## config.mk

```make
export PLATFORM = sky130hd
export DESIGN_NAME = dccm_port_arb
export DESIGN_NICKNAME = d
export VERILOG_FILES = /design/src/rtl/swerv_types.sv /design/src/rtl/dccm_port_arb.sv
export SDC_FILE = /design/constraint.sdc
export NUM_CORES = 1
export LEC_CHECK = 0
export BUFFER_PORTS_ARGS = -buffer_cell sky130_fd_sc_hd__buf_4
export CORE_AREA = 2 2 106 108
export CTS_CLUSTER_SIZE = 20
export DETAILED_ROUTE_END_ITERATION = 7
export DIE_AREA = 0 0 108 110
export GPL_TIMING_DRIVEN = 0
export HOLD_SLACK_MARGIN = 0.03
export PLACE_DENSITY = 0.55
export SYNTH_ARGS = -nofsm -noshare
export SYNTH_HDL_FRONTEND = slang
export SYNTH_SLANG_ARGS = --single-unit
```

## constraint.sdc

```tcl
create_clock -name clk -period 1.9 [get_ports clk]
set_clock_uncertainty 0.05 [all_clocks]
set_input_delay 0.285 -clock clk [delete_from_list [all_inputs] [get_ports clk]]
set_output_delay 0.285 -clock clk [all_outputs]
set_load 0.01 [all_outputs]
```

## src/rtl/swerv_types.sv

```systemverilog
// ---------------------------------------------------------------------------
// swerv_types : shared encodings for the DCCM port arbiter
// Rev 1.0
// ---------------------------------------------------------------------------
`default_nettype none

package swerv_types;

  typedef enum logic [0:0] {
    NORM  = 1'b0,
    FORCE = 1'b1
  } arb_state_e;

  typedef enum logic [0:0] {
    OWNER_LSU = 1'b0,
    OWNER_DMA = 1'b1
  } rsp_owner_e;

  localparam int unsigned STARVE_CNT_W = 4;

endpackage

`default_nettype wire

```

## src/rtl/dccm_port_arb.sv

```systemverilog
// ---------------------------------------------------------------------------
// dccm_port_arb : LSU/DMA arbiter in front of the DCCM macro ports
// Rev 1.0
// ---------------------------------------------------------------------------
`ifndef RV_DCCM_BITS
`define RV_DCCM_BITS 16
`endif
`ifndef RV_DCCM_FDATA_WIDTH
`define RV_DCCM_FDATA_WIDTH 39
`endif

`default_nettype none

module dccm_port_arb
  import swerv_types::*;
#(
  parameter int AW         = `RV_DCCM_BITS,
  parameter int DW         = `RV_DCCM_FDATA_WIDTH,
  parameter int STARVE_MAX = 15
) (
  input  logic          clk,
  input  logic          rst_l,
  input  logic          lsu_freeze_dc3,
  input  logic          lsu_req,
  input  logic          lsu_wr,
  input  logic [AW-1:0] lsu_addr,
  input  logic [DW-1:0] lsu_wdata,
  output logic          lsu_gnt,
  input  logic          dma_req,
  input  logic          dma_wr,
  input  logic [AW-1:0] dma_addr,
  input  logic [DW-1:0] dma_wdata,
  output logic          dma_gnt,
  output logic          dccm_wren,
  output logic          dccm_rden,
  output logic [AW-1:0] dccm_wr_addr,
  output logic [AW-1:0] dccm_rd_addr_lo,
  output logic [DW-1:0] dccm_wr_data,
  input  logic [DW-1:0] dccm_rd_data_lo,
  output logic          lsu_rvalid,
  output logic          dma_rvalid,
  output logic [DW-1:0] rd_data
);

  localparam logic [STARVE_CNT_W-1:0] STARVE_LIM = STARVE_CNT_W'(STARVE_MAX);

  arb_state_e              state_q, state_d;
  logic [STARVE_CNT_W-1:0] starve_cnt_q, starve_cnt_d;
  logic                    rsp_vld_q, rsp_vld_d;
  rsp_owner_e              rsp_own_q, rsp_own_d;

  logic                    dma_pri;
  logic                    lsu_win;
  logic                    dma_win;
  logic                    wr_go;
  logic                    rd_go;
  logic [AW-1:0]           sel_addr;
  logic [DW-1:0]           sel_wdata;

  // DMA takes priority once forced, or in the very cycle the counter saturates.
  always_comb begin
    lsu_win = 1'b0;
    dma_win = 1'b0;
    dma_pri = (state_q == FORCE) || (starve_cnt_q == STARVE_LIM);
    if (!lsu_freeze_dc3) begin
      if (dma_pri) begin
        dma_win = dma_req;
        lsu_win = lsu_req & ~dma_req;
      end else begin
        lsu_win = lsu_req;
        dma_win = dma_req & ~lsu_req;
      end
    end
  end

  always_comb begin
    starve_cnt_d = starve_cnt_q;
    state_d      = state_q;
    if (!dma_req || dma_win) begin
      starve_cnt_d = '0;
    end else if (starve_cnt_q != STARVE_LIM) begin
      starve_cnt_d = starve_cnt_q + 1'b1;
    end
    case (state_q)
      NORM: begin
        if (dma_req && !dma_win && (starve_cnt_d == STARVE_LIM)) begin
          state_d = FORCE;
        end
      end
      FORCE: begin
        if (dma_win || !dma_req) begin
          state_d = NORM;
        end
      end
      default: state_d = NORM;
    endcase
  end

  always_comb begin
    wr_go     = (lsu_win & lsu_wr) | (dma_win & dma_wr);
    rd_go     = (lsu_win & ~lsu_wr) | (dma_win & ~dma_wr);
    sel_addr  = dma_win ? dma_addr : lsu_addr;
    sel_wdata = dma_win ? dma_wdata : lsu_wdata;
    rsp_vld_d = rd_go;
    rsp_own_d = dma_win ? OWNER_DMA : OWNER_LSU;
  end

  always_ff @(posedge clk or negedge rst_l) begin
    if (!rst_l) begin
      state_q      <= NORM;
      starve_cnt_q <= '0;
      rsp_vld_q    <= 1'b0;
      rsp_own_q    <= OWNER_LSU;
    end else begin
      state_q      <= state_d;
      starve_cnt_q <= starve_cnt_d;
      rsp_vld_q    <= rsp_vld_d;
      rsp_own_q    <= rsp_own_d;
    end
  end

  // Combinational outputs are held low while reset is asserted.
  assign lsu_gnt         = lsu_win & rst_l;
  assign dma_gnt         = dma_win & rst_l;
  assign dccm_wren       = wr_go & rst_l;
  assign dccm_rden       = rd_go & rst_l;
  assign dccm_wr_addr    = sel_addr & {AW{rst_l}};
  assign dccm_rd_addr_lo = sel_addr & {AW{rst_l}};
  assign dccm_wr_data    = sel_wdata & {DW{rst_l}};

  assign lsu_rvalid = rsp_vld_q & (rsp_own_q == OWNER_LSU);
  assign dma_rvalid = rsp_vld_q & (rsp_own_q == OWNER_DMA);
  assign rd_data    = dccm_rd_data_lo;

endmodule

`default_nettype wire

```

==> flow_summary.yaml, run 1 <==
placement:
  gp_congestion: 0.744
  place_inst: 651
  hpwl_mm: 7.37
  io_buffers: 232
synth:
  yosys_warnings: 0
  ys_types: 30
  ys_ff_latch: 7
  avgSynthCellArea_um2: 6.93
  ys_top_cells_by_area: "mux2i_1 29%, buf_4 21%, nand2_1 21%, dfrtp_1 9.1%, buf_8 3.1%"
  synth_ff_type: "dfrtp_1"
  synth_cells: 279
  synth_top_cell_by_area: "mux2i_1"
  synth-edff-count: 0
  postSynth.asyncResetShare_pct: 100
  synth_seq_area_share_pct: 9.06
  synth_area_mm2: 0.00193
  yosysTopAreaCellShare_pct: 29.0
  synthesis.nets: 436
final_layout:
  area_delta_synth_final_pct: 135
  drive_above_1_share_pct: 64.5
  layout.cells.non_filler: 669
  nNetsFinal: 687
  antennaDiodeCount: 0
setup_path:
  cp_common_cell: "buf_12"
  slowest_delay_ps: 380
  cp_top_family: "buffers and inverters"
  cp.arrival_ps: 1910
  cp.buffers_inverters: 4
  crit_required_ps: 1560
  worst-path-max-fanout: 9
  start_kind: "flop"
  worstSetupPathType: "flop to output port"
  cp_cell_sequence: "ha_4 > a31oi_4 > a211oi_2 > buf_6 > buf_12 > buf_12 > mux2i_2 > buf_4"
  cp-end-kind: "output port"
  cp_slowest_cell: "dfrtp_2"
global_routing:
  grtUsageTotal_pct: 12.9
  grt_pass1_vias: 2618
  grt_start_max_net_pins: 11
  antenna_found_initial: 0
  grt.overflow.total: 0
  grt_first_pass_wirelength_mm: 12.4
drt:
  final_antenna_net_count: 0
  routedWlPerCell_um: 13.1
  via_count: 2734
  drcViolationCount: 0
  drt-total-wl_mm: 8.79
  drt_pass1_iterations: 4
  drt_iter0_drc: 48
  routed_via_density: 4.09
power_and_ir_drop:
  total_power_w: 0.00137
  vdd_drop_max_uv: 194
  p_leak_nw: 2.28
  power.density_mw_per_mm2: 301
status:
  status: "complete, but fails checks"
  violations: "negative setup slack"
sta:
  max_freq_mhz: 446
  drv_slew: 0
  hold_viol: 0
  setup_violations: 74
  grt_setup_unrepaired: "yes"
  layout_min_cycle_time_ps: 2240
  final.setup.worst_slack_ps: -341
  fin_crit_sh_pct: 118
  tightest_slew_ps: 473
  max_slew_margin_pct: 68.5
die:
  ioPinCount: 272
  die_h_um: 110
  fp.dieW_um: 108
  initial_utilization_pct: 18.1
  coreArea_mm2: 0.0107
  num_rows: 38
  dieArea_mm2: 0.0119
clocking:
  cts_made_buffers: 3
  path_clk_slew_ps: 40
  cts_buffer_depth: 2
  cts_tree: "yes"
  h-tree-depth: 1
  root_buffer: "clkbuf_8"
  clk_latency_ps: 230
  cts.sinks: 7
hold_path:
  min_path_type: "input port to flop"
job:
  timing.max_cap.violations: 0
-- Yosys cell counts (all sizes together) (2+ instances only) --
cell type	number
buf	63
a211oi	2
clkbuf	12
and2	2
nor2b	2
a32o	2
o21ai	2
mux2i	56
inv	3
dfrtp	7
xor2	2
nor3	3
a31oi	3
nand2	110
-- registers in the layout, indices dropped and copies added (netlist names) --
signal        count
rsp_own_q         1
starve_cnt_q      4
rsp_vld_q         1
state_q           1
-- cells in the final DEF, fill, tap and decap left out, types with 4 or more instances in the layout --
master / n
mux2i_4: 17
buf_12: 7
clkbuf_1: 11
buf_6: 54
mux2i_1: 35
dfrtp_1: 4
buf_4: 244
nand2_1: 110
mux2i_2: 4
-- cell type report --
cell class	count	area, um^2
timing repair buffer	247	2060
fill	1044	6160
clock buffer	4	45.0
tap	140	175
multi-input combinational	194	1430
inverter	3	11.3
sequential	7	179
buffer	74	637
-- kinds of logic (layout without fill, tap and decap cells) --
group | count (synthesis) | in the layout | synth area share, %
multiplexers | 56 | 56 | 29.0
AO/OA/AOI/OAI | 13 | 13 | 5.56
flip-flops | 7 | 7 | 9.06
buffers and inverters | 78 | 328 | 29.8
adder cells (fa/ha/maj) | 1 | 1 | 0.647
XOR/XNOR | 2 | 2 | 0.906
AND/OR/NAND/NOR | 122 | 122 | 25.0
-- where the power goes --
group,internal (W),switching [W]
combinational,0.000609,0.000389
sequential,0.000157,0.00000551
clock,0.000145,0.0000618
-- per-stage QoR --
step	setup TNS [ps]	cell area (um^2)	hold slack [ps]	utilization (%)	worst slack [ps]
final	-21060	4540	194	42.5	-341
after global routing	-27470	4540	205	42.5	-422
after CTS	-25840	4500	192	42.1	-403
after detailed placement	-33540	4130	58.9	38.6	-644
after global placement	-33040	4130	57.1	38.6	-668
after floorplan	-1880	2210	-60.6	-	-133
-- layer usage --
metal  vias to the layer above  track usage, %  part of all wire [%]
li1                       1356               -                     -
met1                      1223            14.5                    36
met2                       151            25.3                    54
met3                         4            2.94                   9.7
met4                         0            1.56                  0.19
met5                         -               0                     0
-- final timing paths --
kind	from	endpoint	slack (ps)	depth (start not counted)
max in group asynchronous	rst_l	starve_cnt_q[1]$_DFF_PN0_	1100	2
setup / recovery	starve_cnt_q[1]$_DFF_PN0_	dccm_wr_data[29]	-340	8
min in group asynchronous	rst_l	rsp_vld_q$_DFF_PN0_	440	2
hold reg to reg	starve_cnt_q[3]$_DFF_PN0_	starve_cnt_q[3]$_DFF_PN0_	580	1
hold / removal	lsu_wr	rsp_vld_q$_DFF_PN0_	190	2
setup reg to reg	starve_cnt_q[0]$_DFF_PN0_	rsp_vld_q$_DFF_PN0_	180	8
-- what timing repair did --
action / in CTS / in global routing
gates cloned: 2 / 0
endpoints found under the setup margin: 74 / 74
hold endpoints to repair: 7 / 0
gates resized for setup: 50 / 7
setup buffers: 10 / 2
pin swaps: 5 / 4
hold buffers: 1 / 0
-- worst register-to-register path: stages (launching register included) --
cell and delay (ps):
dfrtp_2 420, ha_4 180, a31oi_4 160, a211oi_2 90
buf_6 170, buf_12 150, buf_12 140, buf_4 140
o2bb2ai_1 110
No activity file was read; power rests on OpenSTA's default activity.
==> run 2, diff against run 1 <==
--- a/config.mk
+++ b/config.mk
@@ -6,13 +6,15 @@
 export NUM_CORES = 1
 export LEC_CHECK = 0
 export BUFFER_PORTS_ARGS = -buffer_cell sky130_fd_sc_hd__buf_4
-export CORE_AREA = 2 2 106 108
+export CELL_PAD_IN_SITES_DETAIL_PLACEMENT = 0
+export CELL_PAD_IN_SITES_GLOBAL_PLACEMENT = 1
+export CORE_MARGIN = 2
+export CORE_UTILIZATION = 16
 export CTS_CLUSTER_SIZE = 20
 export DETAILED_ROUTE_END_ITERATION = 7
-export DIE_AREA = 0 0 108 110
 export GPL_TIMING_DRIVEN = 0
 export HOLD_SLACK_MARGIN = 0.03
-export PLACE_DENSITY = 0.55
+export PLACE_DENSITY = 0.78
 export SYNTH_ARGS = -nofsm -noshare
 export SYNTH_HDL_FRONTEND = slang
 export SYNTH_SLANG_ARGS = --single-unit
==> run 2 against run 1 <==
  * The run still ends with negative setup slack left
  * Sequential cell count stayed put
  * Critical path depth rose by 1
  * Routed wire length is 3.2% higher
  * Final area fell by 0.30%
  * Utilization fell by 4.4 points
  * First-iteration DRC count grew 25%
  * Clock-buffer cell count unchanged
  * Sequential share of layout area about the same
  * Largest power group unchanged
==> flow_summary.yaml, run 2 (same netlist as run 1, synthesis figures left out) <==
die:
  ioPinCount: 272
  dieArea_mm2: 0.0130
  initial_utilization_pct: 16.2
  coreArea_mm2: 0.0119
  die_h_um: 114
  fp.dieW_um: 114
  num_rows: 40
power_and_ir_drop:
  vdd_drop_max_uv: 181
  p_leak_nw: 2.28
  total_power_w: 0.00152
  power.density_mw_per_mm2: 335
clocking:
  h-tree-depth: 1
  cts_tree: "yes"
  cts_buffer_depth: 2
  clk_latency_ps: 240
  cts_made_buffers: 3
  root_buffer: "clkbuf_16"
  cts.sinks: 7
  path_clk_slew_ps: 40
status:
  status: "complete, but fails checks"
  violations: "negative setup slack"
placement:
  post_dp_cell_area_mm2: 0.00414
  hpwl_mm: 7.62
  gp_congestion: 0.786
  place_ws_ps: -718
  io_buffers: 232
  place_inst: 658
setup_path:
  regToRegStartpoint: "starve_cnt_q[1]$_DFF_PN0_"
  start_kind: "flop"
  cp_top_family: "buffers and inverters"
  worstSetupPathType: "flop to output port"
  cp.buffers_inverters: 5
  cp-end-kind: "output port"
  cp_slowest_cell: "dfrtp_2"
  timing.rr.end: "starve_cnt_q[3]$_DFF_PN0_"
  cp_cell_sequence: "ha_4 > a31oi_4 > a211oi_2 > buf_6 > buf_12 > buf_12 > mux2i_4 > buf_6 > buf_6"
  crit_required_ps: 1560
  slowest_delay_ps: 380
  reg2reg_depth: 5
  cp.arrival_ps: 1940
  worst-path-max-fanout: 5
  cp_common_cell: "buf_6"
  rrSetupSlack_ps: 340
drt:
  drt-total-wl_mm: 9.07
  final_antenna_net_count: 0
  via_count: 2713
  drcViolationCount: 0
  routed_via_density: 4.02
  drt_pass1_iterations: 4
  drt_iter0_drc: 60
  routedWlPerCell_um: 13.4
hold_path:
  min_delay_path_depth: 2
  hold_start: "lsu_wr"
  holdPathEnd: "rsp_vld_q$_DFF_PN0_"
  min_path_type: "input port to flop"
final_layout:
  top_register: "starve_cnt_q"
  drive_above_1_share_pct: 64.6
  final_cell_mix: "249 x buf_4, 110 x nand2_1, 49 x buf_6"
  largest_reg_flops: 4
  area_delta_synth_final_pct: 134
  antennaDiodeCount: 0
  finalInstanceArea_mm2: 0.00453
  layout.cells.non_filler: 675
  nNetsFinal: 686
  final_common_cell: "buf_4"
sta:
  max_freq_mhz: 439
  holdWs_ps: 189
  setup_violations: 74
  layout_min_cycle_time_ps: 2280
  grt_setup_unrepaired: "yes"
  final.setup.worst_slack_ps: -377
  max_slew_margin_pct: 63.4
  hold_viol: 0
  fin_crit_sh_pct: 120
  drv_slew: 0
  tightest_slew_ps: 549
global_routing:
  grt.overflow.total: 0
  grt_first_pass_wirelength_mm: 13.3
  antenna_found_initial: 0
  grtUsageTotal_pct: 12.7
  grt_pass1_vias: 2735
  grt_start_max_net_pins: 11
job:
  timing.max_cap.violations: 0
run 2: cell count changes in the layout (fill, tap and decap cells not counted), sizes merged:
cell and change:
buf -1
run 2: final cells by class:
class	instances	area, um^2
Clock buffer	4	78.8
Sequential cell	7	179
Timing Repair Buffer	247	2030
Inverter	3	11.3
Multi-Input combinational cell	194	1430
Fill cell	1242	7380
Buffer	73	618
Tap cell	147	184
run 2: how the worst max path moves through the flow:
stage	depth (start not counted)	endpoint	startpoint	slack, ps
floorplan	7	dccm_wr_addr[10]	starve_cnt_q[0]$_DFF_PN0_	-130
global placement	8	dccm_wr_addr[2]	rst_l	-660
detailed placement	8	dccm_wr_addr[2]	rst_l	-720
CTS	9	dccm_wr_addr[3]	starve_cnt_q[0]$_DFF_PN0_	-420
global route	9	dccm_wr_addr[13]	starve_cnt_q[1]$_DFF_PN0_	-470
finish	9	dccm_wr_addr[3]	starve_cnt_q[1]$_DFF_PN0_	-380
run 2: metal layers:
metal  part of all wire, %  routed length (um)  up-vias  global-route usage [%]
met1                    36                3270     1203                    13.2
li1                      -                   -     1358                       -
met4                  0.69                  63        0                    2.44
met2                    54                4940      147                    25.6
met3                   8.7                 791        5                    3.13
met5                     0                   0        -                       0
run 2: repair_timing:
action,in CTS,in global routing
setup endpoints to repair,74,74
gates resized for setup,42,13
cloned,1,0
pin swaps,3,3
setup buffers,13,1
hold endpoints to repair,7,0
hold buffers,1,0
run 2: report_power, final:
group / internal, W / switching [W]
sequential: 0.000157 / 0.00000560
clock: 0.000280 / 0.0000873
combinational: 0.000600 / 0.000387
run 2: metrics by stage:
stage | TNS, ps | utilization [%]
final | -20450 | 38.0
after detailed placement | -35200 | 34.7
after global routing | -28120 | 38.0
after CTS | -25400 | 37.8
after floorplan | -1880 | -
after global placement | -33560 | 34.7
